**src/rtl/encoder_decoder_stream_pkg.sv**
```systemverilog
// Shared definitions for the encoder/decoder stream block: transform modes,
// LFSR feedback taps and the default keystream seed.
package encoder_decoder_stream_pkg;

  typedef enum logic [1:0] {
    MODE_PASS   = 2'b00,
    MODE_INV    = 2'b01,
    MODE_REV    = 2'b10,
    MODE_REVINV = 2'b11
  } mode_e;

  // Taps 16,14,13,11 expressed as a mask over lfsr[15:0]
  localparam logic [15:0] LFSR_TAPS    = 16'hB400;
  localparam logic [15:0] DEFAULT_SEED = 16'hACE1;

endpackage

```
**src/rtl/encoder_decoder_stream_if.sv**
```systemverilog
// Handshake bundle between a stream producer/consumer (master) and the
// encoder/decoder block (slave).
interface encoder_decoder_stream_if #(
  parameter int WIDTH = 8
);
  logic [WIDTH-1:0] in_data;
  logic [1:0]       in_mode;
  logic             in_dir;
  logic             in_valid;
  logic             in_ready;
  logic             resync;
  logic [WIDTH-1:0] out_data;
  logic             out_valid;
  logic             out_ready;
  logic [15:0]      beat_count;

  modport master (
    output in_data, in_mode, in_dir, in_valid, resync, out_ready,
    input  in_ready, out_data, out_valid, beat_count
  );

  modport slave (
    input  in_data, in_mode, in_dir, in_valid, resync, out_ready,
    output in_ready, out_data, out_valid, beat_count
  );
endinterface

```
**src/rtl/encoder_decoder_stream_codec_transform.sv**
```systemverilog
// Combinational word transform: pass, invert, bit-reverse or reverse+invert.
module codec_transform
  import encoder_decoder_stream_pkg::*;
#(
  parameter int WIDTH = 8
) (
  input  logic [1:0]       i_mode,
  input  logic [WIDTH-1:0] i_data,
  output logic [WIDTH-1:0] o_data
);

  logic [WIDTH-1:0] w_rev;

  for (genvar g = 0; g < WIDTH; g++) begin : g_rev
    assign w_rev[g] = i_data[WIDTH-1-g];
  end

  always_comb begin
    o_data = i_data;
    case (mode_e'(i_mode))
      MODE_PASS:   o_data = i_data;
      MODE_INV:    o_data = ~i_data;
      MODE_REV:    o_data = w_rev;
      MODE_REVINV: o_data = ~w_rev;
      default:     o_data = i_data;
    endcase
  end

endmodule

```
**src/rtl/encoder_decoder_stream.sv**
```systemverilog
// Single-register streaming encoder/decoder with optional LFSR keystream XOR
// and a running count of accepted input beats.
module encoder_decoder_stream
  import encoder_decoder_stream_pkg::*;
#(
  parameter int          WIDTH  = 8,
  parameter bit          KEY_EN = 1'b0,
  parameter logic [15:0] SEED   = DEFAULT_SEED
) (
  input  logic                    clk,
  input  logic                    rst,
  encoder_decoder_stream_if.slave bus
);

  logic [15:0]      r_lfsr;
  logic [15:0]      r_beatCount;
  logic [WIDTH-1:0] r_outData;
  logic             r_outValid;

  logic             w_inReady;
  logic             w_accept;
  logic [15:0]      w_lfsrCur;
  logic [15:0]      w_lfsrNext;
  logic [WIDTH-1:0] w_key;
  logic [WIDTH-1:0] w_xfIn;
  logic [WIDTH-1:0] w_xfOut;
  logic [WIDTH-1:0] w_result;

  assign w_inReady = !r_outValid || bus.out_ready;
  assign w_accept  = bus.in_valid && w_inReady;

  // A resync on an accepting beat keys that beat from SEED, not the stale state
  assign w_lfsrCur  = bus.resync ? SEED : r_lfsr;
  assign w_lfsrNext = {w_lfsrCur[14:0], ^(w_lfsrCur & LFSR_TAPS)};

  for (genvar g = 0; g < WIDTH; g++) begin : g_key
    assign w_key[g] = KEY_EN ? w_lfsrCur[g % 16] : 1'b0;
  end

  // Decode un-keys before the transform, encode keys after it, so they invert
  assign w_xfIn   = bus.in_dir ? (bus.in_data ^ w_key) : bus.in_data;
  assign w_result = bus.in_dir ? w_xfOut : (w_xfOut ^ w_key);

  codec_transform #(.WIDTH(WIDTH)) u_transform (
    .i_mode (bus.in_mode),
    .i_data (w_xfIn),
    .o_data (w_xfOut)
  );

  always_ff @(posedge clk) begin
    if (rst) begin
      r_outData   <= '0;
      r_outValid  <= 1'b0;
      r_lfsr      <= SEED;
      r_beatCount <= 16'd0;
    end else if (w_accept) begin
      r_outData   <= w_result;
      r_outValid  <= 1'b1;
      r_lfsr      <= w_lfsrNext;
      r_beatCount <= r_beatCount + 16'd1;
    end else begin
      if (bus.out_ready) r_outValid <= 1'b0;
      if (bus.resync)    r_lfsr     <= SEED;
    end
  end

  assign bus.in_ready   = w_inReady;
  assign bus.out_data   = r_outData;
  assign bus.out_valid  = r_outValid;
  assign bus.beat_count = r_beatCount;

endmodule

```
**src/flat_wrapper.sv**
```systemverilog
// flat-port wrapper written by rule: the top's interface ports become plain ports
module encoder_decoder_stream_flat import encoder_decoder_stream_pkg::*;
#(
  parameter int          WIDTH  = 8,
  parameter bit          KEY_EN = 1'b0,
  parameter logic [15:0] SEED   = DEFAULT_SEED
)
  (clk, rst, bus_in_data, bus_in_mode, bus_in_dir, bus_in_valid, bus_resync, bus_out_ready, bus_in_ready, bus_out_data, bus_out_valid, bus_beat_count);
  encoder_decoder_stream_if #(.WIDTH(WIDTH)) bus_i ();
  input  logic clk;
  input  logic rst;
  input wire logic [$bits(bus_i.in_data)-1:0] bus_in_data;
  input wire logic [$bits(bus_i.in_mode)-1:0] bus_in_mode;
  input wire logic [$bits(bus_i.in_dir)-1:0] bus_in_dir;
  input wire logic [$bits(bus_i.in_valid)-1:0] bus_in_valid;
  input wire logic [$bits(bus_i.resync)-1:0] bus_resync;
  input wire logic [$bits(bus_i.out_ready)-1:0] bus_out_ready;
  output wire logic [$bits(bus_i.in_ready)-1:0] bus_in_ready;
  output wire logic [$bits(bus_i.out_data)-1:0] bus_out_data;
  output wire logic [$bits(bus_i.out_valid)-1:0] bus_out_valid;
  output wire logic [$bits(bus_i.beat_count)-1:0] bus_beat_count;
  assign bus_i.in_data = bus_in_data;
  assign bus_i.in_mode = bus_in_mode;
  assign bus_i.in_dir = bus_in_dir;
  assign bus_i.in_valid = bus_in_valid;
  assign bus_i.resync = bus_resync;
  assign bus_i.out_ready = bus_out_ready;
  assign bus_in_ready = bus_i.in_ready;
  assign bus_out_data = bus_i.out_data;
  assign bus_out_valid = bus_i.out_valid;
  assign bus_beat_count = bus_i.beat_count;
  encoder_decoder_stream #(.WIDTH(WIDTH), .KEY_EN(KEY_EN), .SEED(SEED)) u_core (.clk(clk), .rst(rst), .bus(bus_i));
endmodule
```
**config.mk**
```make
export PLATFORM = sky130hd
export DESIGN_NAME = encoder_decoder_stream_flat
export DESIGN_NICKNAME = d
export VERILOG_FILES = /design/src/rtl/encoder_decoder_stream_pkg.sv /design/src/rtl/encoder_decoder_stream_if.sv /design/src/rtl/encoder_decoder_stream_codec_transform.sv /design/src/rtl/encoder_decoder_stream.sv /design/src/flat_wrapper.sv
export SDC_FILE = /design/constraint.sdc
export NUM_CORES = 1
export LEC_CHECK = 0
export BUFFER_PORTS_ARGS = -buffer_cell sky130_fd_sc_hd__buf_2
export CORE_UTILIZATION = 50
export CTS_CLUSTER_DIAMETER = 80
export DETAILED_ROUTE_END_ITERATION = 6
export GPL_ROUTABILITY_DRIVEN = 1
export PLACE_DENSITY = 0.8
export REMOVE_ABC_BUFFERS = 1
export SLEW_MARGIN = 20
export SYNTH_ARGS = -nofsm -noshare
export SYNTH_HDL_FRONTEND = slang
export SYNTH_SLANG_ARGS = --single-unit
```
**constraint.sdc**
```tcl
create_clock -name clk -period 4.2 [get_ports clk]
set_input_delay 0 -clock clk [delete_from_list [all_inputs] [get_ports clk]]
set_output_delay 0 -clock clk [all_outputs]
set_load 0.02 [all_outputs]
```
======== After elaboration in Yosys (flattened, before gate mapping) ========
Cells that the tools add are included.
word-level totals
  output and inout port bits .............. 26
  memories kept ........................... 0
  bits in latches ......................... 0
  memory bits (read-only) ................. 0
  logic and storage cells ................. 17
  bits of input ports ..................... 16
  bits in writable memories ............... 0
  flip-flop bits (word level) ............. 25
operators by class
  reduce and logical (&&, ||, !) cells .... 5
  $mul .................................... 0
  shifts and indexed selects .............. 0
  div/mod/pow operators ................... 0
  equal/unequal tests ..................... 3
  $add $sub $neg .......................... 1
  muxes and demuxes ....................... 3
  bitwise logic cells ..................... 2
  $lt $le $gt $ge ......................... 0
operators with widths
  operator               number
  $pmux 8 s4             1
  $add 16x1->16 const B  1
  $not 8->8              2
  $eq 2x2->1 const B     2
  $eq 2x1->1 const B     1
  $logic_not 2->1        1
  $mux 1                 2
  $reduce_bool 2->1      1
  $logic_and 1x1->1      1
  $logic_not 1->1        1
  $logic_or 1x1->1       1

======== Depth between registers and ports, before layout ========
Gate-level depths: netlist of the first run.
  depth after elaboration ................. 4
  mapped depth ............................ 6

======== Cells and area by module ========
Synthesis of the first run repeated with hierarchy kept, for this count alone.
unflattened totals
  cell total of the unflattened synthesis .. 144
  area, all modules ....................... 1246.2 um^2
modules (own cells, without submodules)
  module                  cells an instance  instances  area an instance (um^2)
  encoder_decoder_stream  126                1          1079.8
  codec_transform         18                 1          166.4

======== Worst setup path after synthesis of the first run ========
No wires, ideal clock.
  path kind ............................... flip-flop to flip-flop
  from .................................... register u_core.r_beatCount[7], in the netlist u_core.bus.beat_count[7]
  to ...................................... register u_core.r_beatCount[14], in the netlist u_core.bus.beat_count[14]
  clock period less this slack ............ 1.795 ns
  setup time .............................. 0.070 ns
  cell stages (with the launch flop) ...... 6
  arrival ................................. 1.724 ns
  setup slack ............................. 2.405 ns
  path buffers ............................ 1
  path through ............................ dfxtp_1 > nand4_2 > or3_1 > buf_2 > or4_1 > a21oi_1
between the ends
  longest elaborated chain between the ends .. 1
ends and longest elaborated chain
  element                 line                          source
  start, declared         encoder_decoder_stream.sv:16  logic [15:0] r_beatCount;
  start signal, assigned  encoder_decoder_stream.sv:60  r_beatCount <= r_beatCount + 16'd1;
  $add 16x1->16           encoder_decoder_stream.sv:60
Every way passes these cells.
A chain may end at the register's enable or synchronous reset.

======== Worst setup path in the final report of the first run ========
  from .................................... register u_core.r_beatCount[4], in the netlist u_core.bus.beat_count[4]
  to ...................................... register u_core.r_beatCount[14], in the netlist u_core.bus.beat_count[14]
The elaborated chain is that of the path after synthesis.

==> summary.md, run 1 <==
| Metric | Value |
|---|---|
| Status | `finished, final reports clean` |
| Relative slew slack | `0.697` |
| Tmin final | `1.92 ns` |
| Yosys top cell area share | `0.418` |
| Critical Path RT | `4.45 ns` |
| Maxcap violations | `0` |
| Layout cells sized above 1 | `0.254` |
| # fillers | `195` |
| Vias/cell | `5.57` |
| DRC violation count after routing | `0` |
| HPWL Detailed | `1780 um` |
| CTS Sinks | `25` |
| Hold Path Class | `in -> reg` |
| Via Count | `1,141` |
| Post-synth top area cell | `dfxtp_1` |
| Slew Limit Fails | `0` |
| P_leak | `0.598 nW` |
| Final-report setup violation count | `0` |
| Critical path class | `reg -> reg` |
| All-layer global routing usage | `0.202` |
| Die Wd | `51.0 um` |
| Worst-Skew Late Latency | `0.31 ns` |
| Power density cells | `299 nW/um2` |
| TritonCTS clock tree | `done` |
| DR iter-0 viols | `10` |
| Worst-path clk slew | `0.14 ns` |
| Largest net degree at the start of global routing | `26` |
| Commonest non-fill, non-tap cells in the layout | `39 x buf_2, 25 x dfxtp_1, 22 x a21oi_1, 22 x nand2_1, 10 x xnor2_1` |
| Post-CTS sizing | `0` |
| First-pass GRT wire length | `4060 um` |
| CTS Hold Bufs | `1` |
| Final hold violation count | `0` |
| Yosys reg bits | `25` |
| Final wirelength | `2410 um` |
| Critical Path Start | `u_core.bus.beat_count[4]$_SDFFE_PP0P_` |
| Critical path peak fanout | `11` |
| Gate power share | `0.158` |
| Clock network power share | `0.252` |
| Sequential cell area fraction in the yosys report | `0.418` |
| # diodes | `0` |
| Switching Fraction | `0.274` |
| RSZ-0062 raised after global routing | `no` |
| Final Net Count | `195` |
| Worst Hold Launch | `rst` |
| Die Span Y | `51.0 um` |
| CP Capture Type | `flip-flop` |
| GP Congestion | `0.726` |
| Cells after synthesis | `144` |
| Clock buffer count from CTS | `3` |
| GRT overflow | `0` |
| Ports | `42` |
| Core region area | `2230 um2` |
| Final antenna-violating net count | `0` |
| Final worst path period share | `0.458` |
| Average wire per standard cell | `11.8 um` |
| Syn Area/Cell | `8.32 um2` |
| Rows | `17` |
| Synthesized cell area | `1200 um2` |
| Root buffer cell | `clkbuf_4` |
| Critical Path Source Type | `flip-flop` |
| Sequential share of power | `0.590` |
| R2R Path Start | `u_core.bus.beat_count[4]$_SDFFE_PP0P_` |
| Area growth from synthesis to layout | `18.6%` |
| Max IR drop VDD | `0.000216 V` |
| Starting Density | `0.537` |
| Top post-synthesis cells by area | `dfxtp_1 42%, a21oi_1 9.2%, xnor2_1 7.3%` |
| Die ar. | `2600 um2` |
| Setup TNS | `0 ns` |
| Longest Clk Path Bufs | `2` |
| Net switching power figure | `0.000117 W` |
| Most common cell after layout, fill and taps aside | `buf_2` |
| Port Buffers | `39` |
| Worst Tran Pin Value | `0.454 ns` |
| Pre-Repair DR Iteration Count | `4` |
| Finished Core Util | `0.636` |
| Post-DP Area | `1380 um2` |
| Synth warn | `0` |
| Design area | `1420 um2` |
| Final Skew | `0.00142 ns` |
| CP arrival | `2.18 ns` |
| H-Tree Depth | `1` |
| Netlist cell types | `22` |
| Setup bufs post-CTS | `0` |
| Fmax | `520 MHz` |
| Initial antenna violation count | `0` |
| Power Internal | `0.000309 W` |
| Number of global-route vias before repair | `983` |
-- stage by stage --
step / power (W) / hold slack (ns) / instances / setup WS [ns]
2_1_floorplan: 0.000296 / 0.0691 / 133 / 2.35
3_3_place_gp: 0.000321 / 0.278 / 200 / 2.38
3_5_place_dp: 0.000323 / 0.293 / 200 / 2.30
4_1_cts: 0.000428 / 0.0964 / 205 / 2.27
5_1_grt: 0.000443 / 0.125 / 205 / 2.10
6_report: 0.000426 / 0.104 / 205 / 2.28
-- critical path, stage by stage, from the launching register on --
cell	delay [ns]
dfxtp_1	0.41
nand3_1	0.27
or3_1	0.53
or4_1	0.51
a21oi_1	0.15
-- power groups by stage --
stage / logic, W / clock network, W / registers, W
finish: 0.0000674 / 0.000107 / 0.000251
detailed placement: 0.0000673 / 0 / 0.000256
CTS: 0.0000681 / 0.000109 / 0.000251
global placement: 0.0000649 / 0 / 0.000256
global route: 0.0000740 / 0.000117 / 0.000252
floorplan: 0.0000292 / 0 / 0.000267
-- cell families after synthesis --
| family | share of synthesized area |
|---|---|
| compound gates | 0.159 |
| xor+xnor | 0.0804 |
| fa+ha+maj | 0.0104 |
| buf+inv | 0.0532 |
| flops | 0.418 |
| mux | 0.0668 |
| simple gates | 0.213 |
-- area by class of cell --
cell class / count / area (um2) / area share
Clock buffer: 3 / 22.5 / 0.0158
Tap cell: 28 / 35.0 / 0.0246
Sequential cell: 25 / 500 / 0.352
Inverter: 5 / 18.8 / 0.0132
Timing Repair Buffer: 40 / 205 / 0.144
Multi-Input combinational cell: 103 / 634 / 0.446
Clock inverter: 1 / 5.00 / 0.00352
-- Yosys cell counts --
master    number
nand3_1        5
o21ai_0        4
dfxtp_1       25
xnor2_1       10
buf_2          3
nand2b_1       1
mux2i_1        8
nand4_2        1
nand2_1       22
ha_1           1
a21oi_1       22
and2_1         1
or4_2          1
nand4_1        2
clkbuf_1       8
nor2_1         3
xor2_1         1
and3_1         1
or4_1          7
o31ai_1        8
or3_1          5
inv_1          5
-- final timing paths --
kind                                                                to  slack [ns]  depth (start not counted)
worst max-delay path            u_core.bus.beat_count[14]$_SDFFE_PP0P_        2.28                          4
worst min-delay path             u_core.bus.beat_count[3]$_SDFFE_PP0P_        0.10                          2
worst max register to register  u_core.bus.beat_count[14]$_SDFFE_PP0P_        2.28                          4
worst min register to register     u_core.bus.out_data[5]$_SDFFE_PP0P_        0.46                          2
-- layer usage --
layer / share of wire / track usage
met4: 0.0050 / 0.0741
met2: 0.50 / 0.351
met5: 0 / 0
met1: 0.44 / 0.250
met3: 0.046 / 0.0268
-- state kept, by name, summed over array words and instances (netlist names) --
signal	flops
u_core.bus.beat_count	16
u_core.bus.out_valid	1
u_core.bus.out_data	8
Note: power is estimated with default switching activity, not from simulation.
==> inputs of run 2 (changes only) <==
--- a/config.mk
+++ b/config.mk
@@ -6,11 +6,11 @@
 export NUM_CORES = 1
 export LEC_CHECK = 0
 export BUFFER_PORTS_ARGS = -buffer_cell sky130_fd_sc_hd__buf_2
-export CORE_UTILIZATION = 50
+export CORE_UTILIZATION = 48
 export CTS_CLUSTER_DIAMETER = 80
 export DETAILED_ROUTE_END_ITERATION = 6
 export GPL_ROUTABILITY_DRIVEN = 1
-export PLACE_DENSITY = 0.8
+export PLACE_DENSITY = 0.77
 export REMOVE_ABC_BUFFERS = 1
 export SLEW_MARGIN = 20
 export SYNTH_ARGS = -nofsm -noshare
==> constraint.sdc (replaced) <==
create_clock -name clk -period 1.8 [get_ports clk]
set_input_delay 0 -clock clk [delete_from_list [all_inputs] [get_ports clk]]
set_output_delay 0 -clock clk [all_outputs]
set_load 0.02 [all_outputs]
==> summary.md, run 2 (same netlist as run 1, synthesis figures left out) <==
| Metric | Value |
|---|---|
| Pre-Repair DR Iteration Count | `4` |
| Crit-path max cell delay | `0.48 ns` |
| Post-DP Area | `1440 um2` |
| Critical path peak fanout | `10` |
| Worst Tran Pin Value | `0.444 ns` |
| Slew Limit Fails | `0` |
| Starting Density | `0.527` |
| Power density cells | `674 nW/um2` |
| DR iter-0 viols | `19` |
| Final Power | `0.000999 W` |
| First-pass GRT wire length | `4220 um` |
| Die Wd | `52.0 um` |
| H-Tree Depth | `1` |
| Critical Path Source Type | `flip-flop` |
| Tmin final | `1.70 ns` |
| RSZ-0062 raised after global routing | `no` |
| Final Net Count | `202` |
| Via Count | `1,163` |
| CP Capture Type | `flip-flop` |
| CP arrival | `1.95 ns` |
| Die Span Y | `52.0 um` |
| Final wirelength | `2660 um` |
| Root buffer cell | `clkbuf_4` |
| Design area | `1480 um2` |
| GRT overflow | `0` |
| Final antenna-violating net count | `0` |
| Initial antenna violation count | `0` |
| Final worst path period share | `0.945` |
| DRC violation count after routing | `0` |
| Commonest non-fill, non-tap cells in the layout | `39 x buf_2, 25 x dfxtp_1, 22 x a21oi_1, 22 x nand2_1, 10 x xnor2_1` |
| Post-Layout Cell Count | `212` |
| Most common cell after layout, fill and taps aside | `buf_2` |
| CTS Sinks | `25` |
| Worst-Skew Late Latency | `0.31 ns` |
| Port Buffers | `39` |
| Area growth from synthesis to layout | `23.7%` |
| Average wire per standard cell | `12.5 um` |
| Final-report setup violation count | `0` |
| Status | `finished, final reports clean` |
| Critical Path, Cell by Cell | `nand4_2 > or3_4 > or4_1 > a21oi_1` |
| Max IR drop VDD | `0.000476 V` |
| Finished Core Util | `0.651` |
| Ports | `42` |
| All-layer global routing usage | `0.208` |
| Core region area | `2280 um2` |
| Clock buffer count from CTS | `3` |
| Number of flip-flops in the largest register | `16` |
| Critical path buffers and inverters | `0` |
| HPWL Detailed | `1960 um` |
| TritonCTS clock tree | `done` |
| Maxcap violations | `0` |
| Setup bufs post-CTS | `0` |
| Largest net degree at the start of global routing | `26` |
| GP Congestion | `0.723` |
| Longest Clk Path Bufs | `2` |
| P_leak | `0.629 nW` |
| # diodes | `0` |
| Die ar. | `2700 um2` |
| CP delay by family, top | `simple AND/OR/NAND/NOR gates` |
| Slowest stage cell, crit path | `or4_1` |
| Fmax | `588 MHz` |
| Layout cells sized above 1 | `0.288` |
| Worst-path clk slew | `0.13 ns` |
| Critical Path RT | `2.05 ns` |
| Relative slew slack | `0.704` |
| Number of global-route vias before repair | `1,044` |
| Hold Path Class | `in -> reg` |
| Rows | `17` |
| Final Skew | `0.00239 ns` |
| Placed cell count | `207` |
| Critical path class | `reg -> reg` |
| Vias/cell | `5.49` |
| Setup TNS | `0 ns` |
| Final hold violation count | `0` |
==> run 2: final cells by class <==
cell class | count | area [um2]
fillers | 216 | 793
multi-input cells | 103 | 644
flip-flops and latches | 25 | 500
repair buffers | 47 | 258
well taps | 28 | 35.0
clock buffers | 4 | 26.3
inverters | 5 | 18.8
==> run 2: path summary, 6_finish.rpt <==
path	start	end	slack [ns]	depth (start not counted)
max	u_core.bus.beat_count[8]$_SDFFE_PP0P_	u_core.bus.beat_count[14]$_SDFFE_PP0P_	0.1	4
min	rst	u_core.bus.beat_count[3]$_SDFFE_PP0P_	0.11	2
max reg2reg	u_core.bus.beat_count[8]$_SDFFE_PP0P_	u_core.bus.beat_count[14]$_SDFFE_PP0P_	0.1	4
min reg2reg	u_core.bus.out_data[4]$_SDFFE_PP0P_	u_core.bus.out_data[4]$_SDFFE_PP0P_	0.46	2
==> run 2: repair_timing <==
action,CTS,global route
endpoints found under the setup margin,0,4
hold endpoints to repair,1,0
resized for setup,0,2
hold buffers,1,0
==> run 2: routing by layer <==
metal	track usage	part of all wire	up-vias
li1	-	-	587
met1	0.236	0.44	530
met2	0.382	0.50	40
met3	0.0351	0.052	6
met4	0.0721	0.011	0
met5	0	0	-
==> run 2: metrics by stage <==
| stage | worst slack (ns) | hold slack (ns) |
|---|---|---|
| 2_1_floorplan | -0.0455 | 0.0691 |
| 3_3_place_gp | 0.118 | 0.279 |
| 3_5_place_dp | 0.0488 | 0.304 |
| 4_1_cts | 0.0176 | 0.101 |
| 5_1_grt | 0.0106 | 0.122 |
| 6_report | 0.0982 | 0.106 |
==> run 2: where the power goes <==
| group | internal (W) | total, W | leakage (nW) | switching [W] |
|---|---|---|---|---|
| Clock | 0.0000865 | 0.000247 | 0.0150 | 0.000161 |
| Combinational | 0.0000692 | 0.000167 | 0.411 | 0.0000976 |
| Sequential | 0.000574 | 0.000585 | 0.203 | 0.0000114 |
| Total | 0.000729 | 0.000999 | 0.629 | 0.000270 |
